**src/rtl/barrel_shift_scheduler.sv**
```systemverilog
// Round-robin two-requester scheduler wrapped around one shared 2**N-bit rotator.
// Optional per-requester grant counters are enabled with the BSS_STATS_EN macro.
module barrel_shift_scheduler #(
  parameter int N = 3,
  localparam int W = 2**N
) (
  input  logic         clk,
  input  logic         reset_n,
  input  logic         req0_valid,
  output logic         req0_ready,
  input  logic [W-1:0] req0_data,
  input  logic [N-1:0] req0_amt,
  input  logic         req0_dir,
  input  logic         req1_valid,
  output logic         req1_ready,
  input  logic [W-1:0] req1_data,
  input  logic [N-1:0] req1_amt,
  input  logic         req1_dir,
  output logic         rsp_valid,
  input  logic         rsp_ready,
  output logic [W-1:0] rsp_data,
  output logic         rsp_id
`ifdef BSS_STATS_EN
  ,
  output logic [15:0]  grant_cnt0,
  output logic [15:0]  grant_cnt1
`endif
);

  typedef enum logic [1:0] {
    IDLE = 2'd0,
    EXEC = 2'd1,
    RESP = 2'd2
  } state_t;

  state_t         state_r;
  state_t         state_s;
  logic           lp_r;
  logic           grant_s;
  logic           take_s;
  logic [W-1:0]   opd_data_r;
  logic [N-1:0]   opd_amt_r;
  logic           opd_dir_r;
  logic           opd_id_r;
  logic [2*W-1:0] dbl_s;
  logic [2*W-1:0] shr_s;
  logic [2*W-1:0] shl_s;
  logic [W-1:0]   y_s;

  // Shared rotator: the doubled word turns a plain shift into a rotate.
  always_comb begin
    dbl_s = {opd_data_r, opd_data_r};
    shr_s = dbl_s >> opd_amt_r;
    shl_s = dbl_s << opd_amt_r;
    if (opd_dir_r) begin
      y_s = shl_s[2*W-1:W];
    end else begin
      y_s = shr_s[W-1:0];
    end
  end

  // Next-state, round-robin grant and combinational readies.
  always_comb begin
    state_s    = state_r;
    grant_s    = 1'b0;
    take_s     = 1'b0;
    req0_ready = 1'b0;
    req1_ready = 1'b0;
    case (state_r)
      IDLE: begin
        if (req0_valid || req1_valid) begin
          take_s = 1'b1;
          if (req0_valid && req1_valid) begin
            grant_s = ~lp_r;
          end else if (req0_valid) begin
            grant_s = 1'b0;
          end else begin
            grant_s = 1'b1;
          end
          req0_ready = ~grant_s;
          req1_ready = grant_s;
          state_s    = EXEC;
        end else begin
          state_s = IDLE;
        end
      end
      EXEC: state_s = RESP;
      RESP: begin
        if (rsp_valid && rsp_ready) begin
          state_s = IDLE;
        end else begin
          state_s = RESP;
        end
      end
      default: state_s = IDLE;
    endcase
  end

  // State register.
  always_ff @(posedge clk or negedge reset_n) begin
    if (!reset_n) begin
      state_r <= IDLE;
    end else begin
      state_r <= state_s;
    end
  end

  // Operand capture, last-grant pointer and response registers.
  always_ff @(posedge clk or negedge reset_n) begin
    if (!reset_n) begin
      lp_r       <= 1'b1;
      opd_data_r <= {W{1'b0}};
      opd_amt_r  <= {N{1'b0}};
      opd_dir_r  <= 1'b0;
      opd_id_r   <= 1'b0;
      rsp_valid  <= 1'b0;
      rsp_data   <= {W{1'b0}};
      rsp_id     <= 1'b0;
    end else begin
      if (take_s) begin
        lp_r       <= grant_s;
        opd_id_r   <= grant_s;
        opd_data_r <= grant_s ? req1_data : req0_data;
        opd_amt_r  <= grant_s ? req1_amt  : req0_amt;
        opd_dir_r  <= grant_s ? req1_dir  : req0_dir;
      end
      if (state_r == EXEC) begin
        rsp_valid <= 1'b1;
        rsp_data  <= y_s;
        rsp_id    <= opd_id_r;
      end else if ((state_r == RESP) && rsp_ready) begin
        rsp_valid <= 1'b0;
      end
    end
  end

`ifdef BSS_STATS_EN
  // Saturating accepted-job counters per requester.
  always_ff @(posedge clk or negedge reset_n) begin
    if (!reset_n) begin
      grant_cnt0 <= 16'h0000;
      grant_cnt1 <= 16'h0000;
    end else if (take_s) begin
      if (!grant_s) begin
        if (grant_cnt0 != 16'hFFFF) grant_cnt0 <= grant_cnt0 + 16'd1;
      end else begin
        if (grant_cnt1 != 16'hFFFF) grant_cnt1 <= grant_cnt1 + 16'd1;
      end
    end
  end
`endif

endmodule

```
**config.mk**
```make
export PLATFORM = sky130hd
export DESIGN_NAME = barrel_shift_scheduler
export DESIGN_NICKNAME = d
export VERILOG_FILES = /design/src/rtl/barrel_shift_scheduler.sv
export SDC_FILE = /design/constraint.sdc
export NUM_CORES = 1
export LEC_CHECK = 0
export ABC_AREA = 1
export CAP_MARGIN = 20
export CORE_MARGIN = 1
export CORE_UTILIZATION = 40
export DETAILED_ROUTE_END_ITERATION = 10
export HOLD_SLACK_MARGIN = 0.15
export PLACE_DENSITY = 0.66
export SKIP_LAST_GASP = 1
export SYNTH_ARGS = -nofsm -noshare
export SYNTH_HDL_FRONTEND = slang
export SYNTH_SLANG_ARGS = --single-unit
```
**constraint.sdc**
```tcl
create_clock -name clk -period 1.8 [get_ports clk]
set_input_delay 0.54 -clock clk [delete_from_list [all_inputs] [get_ports clk]]
set_output_delay 0.54 -clock clk [all_outputs]
set_load 0.1 [all_outputs]
```
==> run metrics <==
WS Path Type=reg2out; synthesis-to-finish area growth=37.8%; slowest stage delay, CP=between 0.3 and 0.4 ns; worst hold path class=reg2reg; synthesized instance count=approximately 270; count leader, synth=nand2_1; Final Skew=0.00832 ns; fmax=530 MHz; number of iterations in the first detailed-routing pass=4; initial antenna violation count=0; crit-path cells=or2_4, nor2_8, nand2_4, clkinvlp_4, buf_12; Max-slew headroom=slightly below 60%; Post-Syn Area per Cell=6.62 sq um; post-DR vias/cell=5.14; outcome=finished, violations left; CP Buf/Inv Count=2; total nets after synthesis=297; flops & latches, synth=26; RSZ-0062 raised after global routing=true; post-synth cell types=20; ys async rst share=100%; Sink Count=26; # H-tree levels=1; global-route wire length before repair=7.37 mm; post-synth top area share=approximately a third; Wirelength per Cell=~12 microns; vias in the first global route=1,772; Post-synth top cells=nand2_1, nand3_1, dfrtp_1; CTS tree=built; main flop type after synthesis=dfrtp_1; CTS buffer count=3; core area=0.00412 sq mm; fin crit period=approximately 1.9 ns; Top Usage Layer GRT=met2; setup ws final=-0.0865 ns; Mapped Area=between 0.0015 and 0.002 sq mm; Ys Warns=0; Die X=68.6 microns; Total Wirelength=4.30 mm; Congestion Overflow GR=0; failing checks=setup timing; fin nets=342; RD Place Congestion=slightly above 0.8; Top Family by Delay on Critical Path=simple AND/OR/NAND/NOR gates; max_cap viols=0; DP Wirelength=3.21 mm; Detail Route Antenna Nets=0; CP Launch Type=flop; CTS clk-pin slew, worst paths=0.08 ns; Ports=41; routing usage on met3=3.29%; DIE HEIGHT=roughly 69 microns; worst hold slack=0.491 ns; First DRT Iteration DRCs=116; root buffer cell=clkbuf_8; pin count of the biggest net entering global routing=27; CP Data Required Time=1.26 ns; full die area=roughly 0.0047 sq mm; ant diodes=0; DRC errors left=0; synth top area cells=dfrtp_1, nand2_1, nand3_1; Worst Setup End Kind=output port; final hold violation count=0; Rows=23; Tcrit/Tclk final=105%; fillers=approximately 400; count of buffers from port buffering=40; CTS max path bufs=2; largest area contributor in the netlist=dfrtp_1; number of synthesized flops with an enable pin=0; GR Util met2=34.3%; Slew Limit Fails=0; Initial Util=43.1%; worst-path fanout max=2; Critical Path AT=between 1 and 1.5 ns; total track usage=between 20 and 25%; met1 Usage GRT=approximately 28%; Worst Tran Pin Value=0.608 ns; fraction of layout cells with a size suffix above 1=14.4%; CP max-delay cell=dfrtp_1; final setup vio count=2; via count=1,860; sequential area share after synthesis=36.8%; Worst-Skew Late Latency=around 0.27 ns
-- stage by stage --
step	TNS [ns]	setup WS (ns)	instance area, sq um	instances	util (%)
floorplan	-0.148	-0.0823	1800	268	-
global placement	-3.66	-0.369	2330	352	56.7
detailed placement	-3.91	-0.377	2330	352	56.7
CTS	-0.178	-0.106	2420	360	58.9
global route	-0.213	-0.131	2440	362	59.3
finish	-0.128	-0.0865	2440	362	59.3
-- sequential cells by signal, summed over array words and instances (netlist names) --
name and count:
opd_amt_r 3, rsp_valid 1, opd_data_r 8, opd_dir_r 1, rsp_data 8, lp_r 1, opd_id_r 1, rsp_id 1
state_r 2
-- worst paths after layout --
kind / from / to / slack, ns / cells after the start
min in group asynchronous: reset_n / opd_amt_r[1] / 0.63 / 2
worst min register to register: lp_r / lp_r / 0.49 / 2
max in group asynchronous: reset_n / lp_r / 0.88 / 2
worst min-delay path: lp_r / lp_r / 0.49 / 2
worst max-delay path: state_r[0] / req1_ready / -0.09 / 5
worst max register to register: lp_r / opd_amt_r[0] / 0.19 / 10
-- per-layer routing --
layer	share of wire (%)	vias to the layer above
met3	4.6	4
met5	0	-
li1	-	964
met1	48	844
met4	0.49	0
met2	47	48
-- cell type report --
cell class	instances	area, sq um	area share, %
Timing Repair inverter	1	7.51	0.307
Tap cell	50	62.6	2.56
Clock buffer	4	55.1	2.25
Multi-Input combinational cell	208	960	39.3
Timing Repair Buffer	52	614	25.2
Inverter	21	91.3	3.74
Sequential cell	26	652	26.7
-- cell families after synthesis --
logic type             share of synthesized area (%)
flip-flops                                      36.8
buffers and inverters                           10.4
AO/OA/AOI/OAI                                   5.93
AND/OR/NAND/NOR                                 46.9
-- layout by cell type (no fill, tap or decap) --
cell type | netlist | final
o21ai_0 | 6 | 6
clkdlybuf4s50_1 | 0 | 26
o21ai_4 | 1 | 1
dfstp_2 | 1 | 1
buf_6 | 5 | 2
dfrtp_1 | 25 | 25
buf_12 | 0 | 12
a21o_1 | 1 | 1
clkinvlp_4 | 0 | 3
nor2_8 | 1 | 1
nor2_1 | 4 | 2
inv_2 | 1 | 2
nand3_1 | 76 | 76
or2_4 | 1 | 1
inv_1 | 18 | 15
buf_2 | 5 | 1
nand2_1 | 107 | 106
clkdlybuf4s15_2 | 0 | 1
inv_4 | 2 | 2
clkbuf_8 | 0 | 4
nand2_4 | 0 | 1
nor2_4 | 0 | 2
o22ai_1 | 1 | 1
o21ai_1 | 9 | 9
nor2_2 | 1 | 1
buf_4 | 2 | 10
-- what timing repair did --
action | in CTS | in global routing
setup endpoints to repair | 4 | 13
resized for setup | 10 | 2
cloned | 0 | 1
buffers inserted | 4 | 1
pin swaps | 5 | 2
hold buffers | 0 | 0
-- worst min-delay path, delay by kind of cell, from the launching register on --
family | cells | cell delay [ns]
flops | 1 | 0.39
simple gates | 2 | 0.10
Power is left out: the tool's default activity adds up to more than one toggle a clock period on the data nets, which glitch-free logic cannot reach.
